## config.mk

```make
export PLATFORM = sky130hd
export DESIGN_NAME = adder_error_monitor
export DESIGN_NICKNAME = d
export VERILOG_FILES = /design/src/rtl/adder_err_pkg.sv /design/src/rtl/adder_error_monitor_abs_diff.sv /design/src/rtl/adder_error_monitor.sv
export SDC_FILE = /design/constraint.sdc
export NUM_CORES = 1
export LEC_CHECK = 0
export ABC_AREA = 1
export BUFFER_PORTS_ARGS = -buffer_cell sky130_fd_sc_hd__buf_4
export CAP_MARGIN = 20
export CORE_ASPECT_RATIO = 0.5
export CORE_MARGIN = 3
export CORE_UTILIZATION = 53
export DETAILED_ROUTE_END_ITERATION = 12
export HOLD_SLACK_MARGIN = 0.12
export PLACE_DENSITY = 0.8
export SLEW_MARGIN = 10
export SYNTH_ARGS = -nofsm -noshare
export SYNTH_HDL_FRONTEND = slang
export SYNTH_SLANG_ARGS = --single-unit
```

## constraint.sdc

```tcl
create_clock -name clk -period 3.1 [get_ports clk]
set_input_delay 0.31 -clock clk [delete_from_list [all_inputs] [get_ports clk]]
set_output_delay 0.31 -clock clk [all_outputs]
set_load 0.02 [all_outputs]
```

## src/rtl/adder_err_pkg.sv

```systemverilog
// Shared types, default sizes and a saturating-add helper for the adder error
// monitor.
package adder_err_pkg;

  localparam int DEF_WIDTH = 8;
  localparam int DEF_CNT_W = 16;
  localparam int DEF_ACC_W = 32;

  // Widest accumulator the saturating helper supports.
  localparam int SAT_W = 64;

  typedef enum logic [1:0] {
    IDLE,
    RUN,
    DRAIN,
    DONE
  } err_state_t;

  // Adds two values that are each below 2^accW and clamps the result to
  // 2^accW - 1. A wrap of the 64-bit sum (only possible when accW == 64) also
  // clamps.
  function automatic logic [SAT_W-1:0] satAdd(input logic [SAT_W-1:0] acc,
                                              input logic [SAT_W-1:0] inc,
                                              input int unsigned      accW);
    logic [SAT_W-1:0] limit;
    logic [SAT_W-1:0] total;
    limit = (accW >= SAT_W) ? '1 : ((SAT_W'(1) << accW) - SAT_W'(1));
    total = acc + inc;
    return ((total > limit) || (total < acc)) ? limit : total;
  endfunction

endpackage

```

## src/rtl/adder_error_monitor_abs_diff.sv

```systemverilog
// Combinational unsigned absolute difference |x - y| with a mismatch flag.
module abs_diff #(
  parameter int W = 9
) (
  input  logic [W-1:0] x,
  input  logic [W-1:0] y,
  output logic [W-1:0] diff,
  output logic         mismatch
);

  // Subtracting the smaller from the larger keeps the result within W bits.
  assign diff     = (x >= y) ? (x - y) : (y - x);
  assign mismatch = (x != y);

endmodule

```

## src/rtl/adder_error_monitor.sv

```systemverilog
// Error-characterisation stage for approximate adders: counts mismatches,
// accumulates a saturating error-distance sum and tracks the maximum over a
// programmed campaign of samples.
module adder_error_monitor
  import adder_err_pkg::*;
#(
  parameter int WIDTH = DEF_WIDTH,
  parameter int CNT_W = DEF_CNT_W,
  parameter int ACC_W = DEF_ACC_W
) (
  input  logic             clk,
  input  logic             rst,
  input  logic             start,
  input  logic [CNT_W-1:0] n_samples,
  input  logic             in_valid,
  output logic             in_ready,
  input  logic [WIDTH:0]   approx_sum,
  input  logic [WIDTH:0]   exact_sum,
  output logic             busy,
  output logic             done,
  output logic [CNT_W-1:0] err_count,
  output logic [ACC_W-1:0] sum_ed,
  output logic [WIDTH:0]   max_ed,
  output logic [CNT_W-1:0] sample_count
);

  err_state_t       state;
  err_state_t       nextState;
  logic [CNT_W-1:0] target;
  logic             accept;
  logic             lastAccept;
  logic             startAccepted;

  logic [WIDTH:0]   diffComb;
  logic             mismatchComb;

  logic             s1Valid;
  logic [WIDTH:0]   s1Ed;
  logic             s1Mismatch;

  assign in_ready      = (state == RUN);
  assign busy          = (state == RUN) || (state == DRAIN);
  assign done          = (state == DONE);
  assign startAccepted = (state == IDLE) && start;
  assign accept        = in_valid && in_ready;
  assign lastAccept    = accept && ((sample_count + CNT_W'(1)) == target);

  // ---------------------------------------------------------------------------
  // Control FSM
  // ---------------------------------------------------------------------------
  // NOTE: sequential state uses non-blocking assignments so every register
  // samples pre-edge values regardless of process ordering.
  always_ff @(posedge clk or posedge rst) begin
    if (rst) begin
      state <= IDLE;
    end else begin
      state <= nextState;
    end
  end

  // NOTE: nextState gets a default before the case so no path leaves it
  // unassigned, which would otherwise infer a latch.
  always_comb begin
    nextState = state;
    case (state)
      IDLE: begin
        if (start) begin
          nextState = (n_samples == '0) ? DONE : RUN;
        end
      end
      RUN: begin
        if (lastAccept) begin
          nextState = DRAIN;
        end
      end
      // Stage 2 never stalls, so whatever stage 1 holds on entry retires at the
      // next edge and the pipeline is empty one cycle later.
      DRAIN:   nextState = DONE;
      DONE:    nextState = IDLE;
      default: nextState = IDLE;
    endcase
  end

  always_ff @(posedge clk or posedge rst) begin
    if (rst) begin
      target       <= '0;
      sample_count <= '0;
    end else if (startAccepted) begin
      target       <= n_samples;
      sample_count <= '0;
    end else if (accept) begin
      sample_count <= sample_count + CNT_W'(1);
    end
  end

  // ---------------------------------------------------------------------------
  // Stage 1: absolute difference
  // ---------------------------------------------------------------------------
  abs_diff #(
    .W(WIDTH + 1)
  ) absDiffInst (
    .x       (approx_sum),
    .y       (exact_sum),
    .diff    (diffComb),
    .mismatch(mismatchComb)
  );

  always_ff @(posedge clk or posedge rst) begin
    if (rst) begin
      s1Valid    <= 1'b0;
      s1Ed       <= '0;
      s1Mismatch <= 1'b0;
    end else begin
      s1Valid <= accept;
      if (accept) begin
        s1Ed       <= diffComb;
        s1Mismatch <= mismatchComb;
      end
    end
  end

  // ---------------------------------------------------------------------------
  // Stage 2: accumulators, cleared on an accepted start and held otherwise
  // ---------------------------------------------------------------------------
  always_ff @(posedge clk or posedge rst) begin
    if (rst) begin
      err_count <= '0;
      sum_ed    <= '0;
      max_ed    <= '0;
    end else if (startAccepted) begin
      err_count <= '0;
      sum_ed    <= '0;
      max_ed    <= '0;
    end else if (s1Valid) begin
      // err_count is bounded by target, so a plain increment cannot wrap.
      err_count <= err_count + CNT_W'(s1Mismatch);
      sum_ed    <= ACC_W'(satAdd(SAT_W'(sum_ed), SAT_W'(s1Ed), ACC_W));
      if (s1Ed > max_ed) begin
        max_ed <= s1Ed;
      end
    end
  end

endmodule

```

Word-level counts from Yosys, hierarchy flattened
Index checks and enable logic that the tools add are counted.
Widths: inputs -> output; s select.
{"block": "totals", "inputBits": 38, "ff_bits": 102, "out_inout_bits": 76}
{"block": "op_classes", "n_eq_ne": 7, "magnitude_cmp": 4, "add_sub_neg": 5, "n_mux": 15, "reduce_logical": 12}
{"cell": "$mux 32", "n": 3}
{"cell": "$mux 16", "n": 4}
{"cell": "$mux 9", "n": 4}
{"cell": "$add 32x9->33", "n": 1}
{"cell": "$gt 33x32->1 const B", "n": 1}
{"cell": "$lt 33x32->1", "n": 1}
{"cell": "$sub 9x9->9", "n": 2}
{"cell": "$add 16x1->16", "n": 1}
{"cell": "$add 16x1->16 const B", "n": 1}
{"cell": "$eq 16x16->1", "n": 1}
{"cell": "$logic_not 16->1", "n": 1}
{"cell": "$ge 9x9->1", "n": 1}
{"cell": "$gt 9x9->1", "n": 1}
{"cell": "$ne 9x9->1", "n": 1}
{"cell": "$pmux 2 s4", "n": 1}
{"cell": "$mux 2", "n": 3}
{"cell": "$reduce_bool 2->1", "n": 3}
{"cell": "$eq 2x2->1 const B", "n": 2}
{"cell": "$reduce_and 2->1", "n": 2}
{"cell": "$logic_and 1x1->1", "n": 3}
{"cell": "$eq 2x1->1 const B", "n": 1}
{"cell": "$logic_not 2->1", "n": 1}
{"cell": "$logic_or 1x1->1", "n": 2}
{"cell": "$ne 2x1->1 const B", "n": 1}
{"cell": "$ne 2x2->1 const B", "n": 1}

Logic depth before layout (Yosys ltp)
Gate-level depths: netlist (run 1).
{"block": "logic_depth", "ltp_word": 6, "mapped_depth": 27}

Hierarchy
Synthesis (run 1) repeated with hierarchy kept, for this count alone.
{"block": "hier_totals", "hier_cells": 1186, "area_unflattened_um2": 8298.0}
{"mod": "adder_error_monitor", "seq_area_each_um2": 2552.4, "area_each_um2": 7233.2, "instances": 1, "cells_each": 991}
{"mod": "abs_diff", "seq_area_each_um2": 0.0, "area_each_um2": 1064.8, "instances": 1, "cells_each": 195}

Least setup slack after synthesis (run 1)
OpenSTA, ideal clock, no wires.
{"block": "synth_path", "kind": "register to register", "startpoint": "reg sum_ed[2]", "endpoint": "reg sum_ed[12]", "period_less_slack_ns": 3.410, "path_slack_ns": -0.310, "t_required_ns": 2.983, "path_stages_with_launch": 26, "n_path_buf": 1, "arrival_ns": 3.293, "cell_sequence": "dfrtp_1 -> ha_1 -> nand3_1 -> nand2_1 -> a21oi_1 -> o21ai_2 -> nand2_1 -> a21oi_2 -> inv_1 -> nor2_2 -> nand4_1 -> nor2_1 -> inv_1 -> nor2_1 -> ha_1 -> xor2_1 -> nand2_2 -> nor3_2 -> nand2_1 -> nor2_1 -> nand2_1 -> nand3_4 -> buf_6 -> nand3_2 -> nand2_1 -> nand2_1"}
{"block": "synth_between", "elab_chain_len": 6, "elab_cells_between_ends": 7}
{"element": "start, declared", "line": "adder_error_monitor.sv:22", "rtl": "output logic [ACC_W-1:0] sum_ed,"}
{"element": "start signal, assigned", "line": "adder_error_monitor.sv:137", "rtl": "sum_ed <= ACC_W'(satAdd(SAT_W'(sum_ed), SAT_W'(s1Ed), ACC_W));"}
{"element": "$add 32x9->33", "line": "adder_err_pkg.sv:28", "rtl": "total = acc + inc;"}
{"element": "$gt 33x32->1 or $lt 33x32->1 (tied branches)", "line": "adder_err_pkg.sv:29", "rtl": "return ((total > limit) || (total < acc)) ? limit : total;"}
{"element": "$logic_or 1x1->1", "line": "adder_err_pkg.sv:29"}
{"element": "$mux 32 (*)", "line": "adder_err_pkg.sv:29"}
{"element": "$mux 32 (*)", "line": "adder_error_monitor.sv:134", "rtl": "end else if (s1Valid) begin"}
{"element": "$mux 32 (*)", "line": "adder_error_monitor.sv:130", "rtl": "end else if (startAccepted) begin"}
Mark *: on every way between the ends. The rest lies on a longest branch, timed or not. The select of a mux whose other input is x is not followed.
A chain may end at the register's enable or synchronous reset.

Final worst setup path (run 1)
{"block": "layout_path", "startpoint": "reg sum_ed[4]", "endpoint": "reg sum_ed[5]"}
The elaborated chain is that of the path after synthesis.

==> key figures, run 1 <==
Placement
  – Buffers on Ports: 113
  – Cell Area, Placed: 0.00953 sq mm
  – GP Congestion: 0.913
  – Final HPWL DP: 16.2 mm
  – Cell count after placement: 1,470

Drt
  – # DRC: 0
  – DR WL met2: 10.4 mm
  – Post-DR wirelength/cell: 14.3 microns
  – DRT met1 WL: 9.42 mm
  – DRT iter0 DRCs: 523
  – Routed Antenna Nets: 0
  – DR WL met3: 1.21 mm
  – Via density: 5.28
  – Total routed wirelength: 21.4 mm
  – TritonRoute pass-1 iters: 6
  – Top sig layer: met4
  – Vias after detailed routing: 7,892

Min path
  – Min-Delay Path Class: in -> reg

Setup path
  – Cell repeated most along the worst path: nand2_1
  – CP delay by family, top: simple AND/OR/NAND/NOR gates
  – Worst Setup EP: sum_ed[5]$_DFFE_PP0P_
  – R2R Setup Slk: -0.58 ns
  – Reg-to-Reg Start: sum_ed[4]$_DFFE_PP0P_
  – Critical Path, Cell by Cell: ha_4 > inv_2 > o21bai_1 > a21oi_2 > o21ai_2 > nand2_2 > a21oi_4 > inv_2 > nor2_4 > nand4_1 > buf_4 > nor3_2 > ha_1 > xor2_1 > nand2_1 > nor2_2 > nand2_1 > nor2_1 > nand2_1 > nand3_4 > buf_12 > nand3_2 > nand2_1 > nand2_1
  – R2R depth: 24
  – Setup CP Type: reg -> reg
  – Max incr delay on CP: 0.43 ns
  – Worst-path fanout max: 9
  – CP arrival: 3.93 ns
  – Crit path required time: 3.34 ns
  – Critical Path End Type: register
  – CP max stage cell: dfrtp_2
  – CP Launch Type: register
  – Worst Path Buf+Inv: 4
  – Worst setup path startpoint: sum_ed[4]$_DFFE_PP0P_
  – Critical R2R Capture: sum_ed[5]$_DFFE_PP0P_
  – CP Depth: 24

STA
  – Fin. Hold Viols: 0
  – Minimum clock period after layout: 3.68 ns
  – Fmax: 272 MHz
  – Final setup fails: 32
  – Final max-slew violation count: 0
  – Setup tns final: -17.57 ns
  – Worst Tran Pin Value: 0.628 ns
  – Relative slew slack: 57.8%
  – RSZ-0062 raised after global routing: true
  – Setup ws final: -0.581 ns
  – Hold_ws: 0.156 ns
  – Final worst-path cycle share: 119%
  – Clk_skew: 0.00642 ns

Cells and area
  – Design Area, Final: 0.0100 sq mm
  – Final Non-Filler Cells: 1,495
  – Layout area overhead: 26.4%
  – Post-layout util: 71.1%
  – NumNets Final: 1,402
  – Share of post-route cells with drive strength above 1: 23.3%
  – Diodes inserted: 0
  – Most frequent cells in the layout: 351 x nand2_1, 191 x buf_4, 166 x inv_1, 99 x dfrtp_1
  – Filler cell count: 1,148
  – Commonest non-fill, non-tap cell in the layout: nand2_1

Synthesis
  – FFs w/ async S/R, synth: 100%
  – Yosys reg bits: 102
  – Syn Area/Cell: 7.09 sq um
  – Most common flop cell mapped by yosys: dfrtp_1
  – Synth Cell Area: 0.00792 sq mm
  – Yosys top cell by area: dfrtp_1
  – Synth area leaders: dfrtp_1 32%, nand2_1 17%, ha_1 10%
  – Post-synth EDFFs: 0
  – Cell count after synthesis: 1,116
  – Synth cell types: 46
  – Net Count, Synth: 1,220
  – YS warnings: 0
  – Sequential share of the synthesized area: 32.2%
  – Share of the synthesized area in the top cell type: 32.2%

CTS
  – CTS Buffer Depth: 2
  – CTS Sinks: 102
  – Clock slew at reported path FFs: 0.07 ns
  – CTS root buffer: clkbuf_16
  – CTS Buf Count: 9
  – Later-pin clock latency in the skew report: 0.35 ns
  – Htree depth: 3
  – CTS tree: built

Global route
  – Largest net degree at the start of global routing: 60
  – Grt total ovfl: 0
  – Antenna violations before repair: 0
  – GRT Resource Usage Total: 26.1%
  – Vias in the first global route: 7,607
  – First-pass GRT wire length: 35.5 mm

Die
  – Total core area: 0.0141 sq mm
  – Row cnt: 30
  – Die H: 92.4 microns
  – Die width: 179 microns
  – Initial Utilization: 56.2%
  – # IOs: 114
  – Die area: 0.0165 sq mm

Flow run
  – Max-Cap Viols: 0

Run status
  – Outcome: finished, violations left
  – Failing checks: negative setup slack

Pwr
  – VDD IR max: 569 uV
  – Leakage power: 5.28 nW
  – Combinational power share: 61.1%
  – Power Internal: 4.75 mW
  – P per Cell Area: 874 mW/mm^2
  – Sequential power share: 25.4%
  – Power share of the clock group: 13.5%
  – Sw frac: 45.7%
  – NetSw: 4.00 mW
-- Yosys cell counts (all sizes together) (14+ instances only) --
| cell type | number |
|---|---|
| nand2 | 367 |
| inv | 171 |
| dfrtp | 102 |
| nand3 | 87 |
| nor2 | 72 |
| ha | 63 |
| o21ai | 52 |
| a21oi | 41 |
| xor2 | 24 |
| nor3 | 22 |
| clkbuf | 16 |
| nand4 | 16 |
| xnor2 | 15 |
| o22ai | 14 |
-- metal layers --
layer,vias to the layer above,global-route usage (%)
li1,3917,-
met1,3690,33.2
met2,247,46.4
met3,38,4.26
met4,0,6.74
met5,-,0
-- worst min path at each step --
stage                             from                      to  slack [ns]  depth (start not counted)
after global placement             rst  sum_ed[10]$_DFFE_PP0P_        0.42                          2
final                     n_samples[7]   target[7]$_DFFE_PP0P_        0.16                          3
after global routing      n_samples[7]   target[7]$_DFFE_PP0P_        0.16                          3
after floorplan           n_samples[0]   target[0]$_DFFE_PP0P_        0.42                          2
after detailed placement           rst  sum_ed[10]$_DFFE_PP0P_        0.43                          2
after CTS                 n_samples[7]   target[7]$_DFFE_PP0P_        0.15                          3
-- area by class of cell --
type | instances | area, sq um | area share [%]
flip-flops and latches | 102 | 2560 | 25.5
clock buffers | 11 | 243 | 2.43
well taps | 192 | 240 | 2.40
clock inverters | 5 | 63.8 | 0.638
inverters | 172 | 648 | 6.48
repair buffers | 197 | 1560 | 15.6
multi-input cells | 816 | 4700 | 47.0
-- cells by family after synthesis --
| group | count (synthesis) | share of synthesized area [%] |
|---|---|---|
| DFF | 102 | 32.2 |
| and+or+nand+nor | 583 | 33.8 |
| buffers and inverters | 198 | 9.80 |
| xor gates and xnor gates | 39 | 4.32 |
| AOI/OAI and AO/OA | 128 | 9.15 |
| adders and majority gates | 66 | 10.7 |
-- power groups by stage --
stage               Clock, mW  Combinational (mW)  Sequential [mW]
floorplan                   0                2.88             2.49
global placement            0                4.99             2.22
detailed placement          0                5.19             2.24
CTS                      1.20                5.28             2.22
global route             1.26                5.98             2.28
finish                   1.18                5.34             2.22
-- sequential cells by signal, summed over array words and instances (netlist names) --
signal        count
max_ed            9
state             2
s1Valid           1
s1Ed              9
sum_ed           32
target           16
err_count        16
s1Mismatch        1
sample_count     16
-- worst min-delay path: stages --
cell and delay (ns):
buf_4 0.08, nand2_1 0.04, nand2_1 0.04
-- repair_timing --
action | CTS | global route
resized for setup | 5 | 9
endpoints found under the setup margin | 32 | 32
endpoints found under the hold margin | 43 | 0
hold buffers | 1 | 0
cloned | 1 | 1
pin swaps | 1 | 4
setup buffers | 4 | 2
-- metrics by stage --
stage / total power [mW] / setup WS [ns]
6_report: 8.75 / -0.581
5_1_grt: 9.52 / -0.814
4_1_cts: 8.70 / -0.526
3_5_place_dp: 7.42 / -0.528
3_3_place_gp: 7.21 / -0.406
2_1_floorplan: 5.37 / -0.188
(Power assumes the default switching activity.)
==> inputs of run 2 (changes only) <==
--- a/config.mk
+++ b/config.mk
@@ -9,11 +9,10 @@
 export BUFFER_PORTS_ARGS = -buffer_cell sky130_fd_sc_hd__buf_4
 export CAP_MARGIN = 20
 export CORE_ASPECT_RATIO = 0.5
-export CORE_MARGIN = 3
-export CORE_UTILIZATION = 53
+export CORE_UTILIZATION = 59
 export DETAILED_ROUTE_END_ITERATION = 12
 export HOLD_SLACK_MARGIN = 0.12
-export PLACE_DENSITY = 0.8
+export PLACE_DENSITY = 0.84
 export SLEW_MARGIN = 10
 export SYNTH_ARGS = -nofsm -noshare
 export SYNTH_HDL_FRONTEND = slang
==> constraint.sdc (replaced) <==
create_clock -name clk -period 3.6 [get_ports clk]
set_input_delay 0.36 -clock clk [delete_from_list [all_inputs] [get_ports clk]]
set_output_delay 0.36 -clock clk [all_outputs]
set_load 0.02 [all_outputs]
==> key figures, run 2 (synthesis gave the netlist of run 1 again) <==
Global route
  – Grt total ovfl: 0
  – Antenna violations before repair: 0
  – Largest net degree at the start of global routing: 61
  – GRT Resource Usage Total: 30.7%
  – First-pass GRT wire length: 35.0 mm
  – Vias in the first global route: 7,518

Cells and area
  – Biggest register: sum_ed
  – Layout area overhead: 22.0%
  – Design Area, Final: 0.00966 sq mm
  – Max reg flops: 32
  – Commonest non-fill, non-tap cell in the layout: nand2_1
  – NumNets Final: 1,360
  – Filler cell count: 981
  – Most frequent cells in the layout: 351 x nand2_1, 165 x inv_1, 150 x buf_4, 102 x dfrtp_1, 60 x ha_1
  – Diodes inserted: 0
  – Final Non-Filler Cells: 1,431
  – Share of post-route cells with drive strength above 1: 21.0%

Setup path
  – Max incr delay on CP: 0.41 ns
  – Worst-path fanout max: 13
  – Crit path required time: 3.84 ns
  – Cell repeated most along the worst path: nand2_1
  – CP arrival: 3.98 ns
  – CP Depth: 25
  – CP Launch Type: register
  – Setup CP Type: reg -> reg
  – Worst Path Buf+Inv: 3
  – R2R Setup Slk: -0.15 ns
  – Critical Path End Type: register
  – R2R depth: 25
  – CP max stage cell: dfrtp_1
  – CP delay by family, top: simple AND/OR/NAND/NOR gates

Placement
  – Final HPWL DP: 15.1 mm
  – GP Congestion: 0.949
  – Buffers on Ports: 113
  – Cell count after placement: 1,392
  – Cell Area, Placed: 0.00902 sq mm
  – Setup WS pre-CTS: -0.135 ns

Pwr
  – Leakage power: 5.09 nW
  – P per Cell Area: 744 mW/mm^2
  – VDD IR max: 409 uV

CTS
  – Later-pin clock latency in the skew report: 0.35 ns
  – CTS root buffer: clkbuf_16
  – CTS Sinks: 102
  – CTS tree: built
  – Clock slew at reported path FFs: 0.07 ns
  – CTS Buffer Depth: 2
  – CTS Buf Count: 9
  – Htree depth: 3

Die
  – # IOs: 114
  – Initial Utilization: 61.4%
  – Die area: 0.0139 sq mm
  – Row cnt: 29
  – Die width: 166 microns
  – Die H: 83.9 microns
  – Total core area: 0.0129 sq mm

STA
  – Clk_skew: 0.0119 ns
  – Relative slew slack: 43.6%
  – RSZ-0062 raised after global routing: true
  – Hold_ws: 0.144 ns
  – Setup ws final: -0.147 ns
  – Minimum clock period after layout: 3.75 ns
  – Final max-slew violation count: 0
  – Fmax: 267 MHz
  – Final worst-path cycle share: 104%
  – Fin. Hold Viols: 0
  – Worst Tran Pin Value: 0.845 ns
  – Final setup fails: 32
  – Setup tns final: -3.20 ns

Drt
  – Total routed wirelength: 20.9 mm
  – Post-DR wirelength/cell: 14.6 microns
  – Routed Antenna Nets: 0
  – Via density: 5.43
  – Vias after detailed routing: 7,767
  – DRT iter0 DRCs: 538
  – # DRC: 2
  – TritonRoute pass-1 iters: 9

Min path
  – Min-Delay Path Class: in -> async

Flow run
  – Max-Cap Viols: 0

Run status
  – Outcome: finished, violations left
  – Failing checks: design-rule violations, negative setup slack
## run 2: cell count changes in the layout (fill, tap and decap cells not counted), moves of 2 or more
cell and change:
dfrtp_2 -3, buf_4 -41, inv_8 +2, nor2_2 +2, dfrtp_1 +3, a21oi_2 +3, a21oi_1 -2
## run 2: path summary, 6_finish.rpt
path,startpoint,endpoint
setup / recovery,s1Ed[2]$_DFFE_PP0P_,sum_ed[20]$_DFFE_PP0P_
min in group clk,n_samples[4],target[4]$_DFFE_PP0P_
hold reg to reg,err_count[15]$_DFFE_PP0P_,err_count[15]$_DFFE_PP0P_
max in group asynchronous,rst,sum_ed[7]$_DFFE_PP0P_
setup reg to reg,s1Ed[2]$_DFFE_PP0P_,sum_ed[20]$_DFFE_PP0P_
hold / removal,rst,sum_ed[21]$_DFFE_PP0P_
## run 2: final cells by class
class                   instances  area, sq um  area share (%)
clock buffers                  10          239            2.47
clock inverters                 6         75.1           0.777
inverters                     172          651            6.74
multi-input cells             816         4700            48.7
flip-flops and latches        102         2550            26.4
well taps                     170          213            2.20
repair buffers                155         1230            12.7
## run 2: metrics by stage
step	power, mW	utilization [%]
after floorplan	4.56	-
after global placement	5.59	70.0
after detailed placement	5.75	70.0
after CTS	6.95	74.1
after global routing	7.79	75.0
final	7.19	75.0
## run 2: power by group
group | internal [mW] | switching, mW
Combinational | 1.70 | 2.45
Sequential | 1.52 | 0.472
Clock | 0.572 | 0.472
## run 2: per-layer routing
metal / global-route usage [%] / routed length [microns] / vias up
li1: - / - / 3847
met5: 0 / 0 / -
met3: 4.88 / 1130 / 40
met1: 40.3 / 9370 / 3624
met4: 8.75 / 364 / 0
met2: 52.8 / 10000 / 256
## run 2: timing repair
item | in CTS | in global routing
cloned | 2 | 0
pin swaps | 7 | 8
endpoints found under the setup margin | 32 | 32
setup buffers | 12 | 10
hold buffers | 0 | 0
resized for setup | 17 | 10
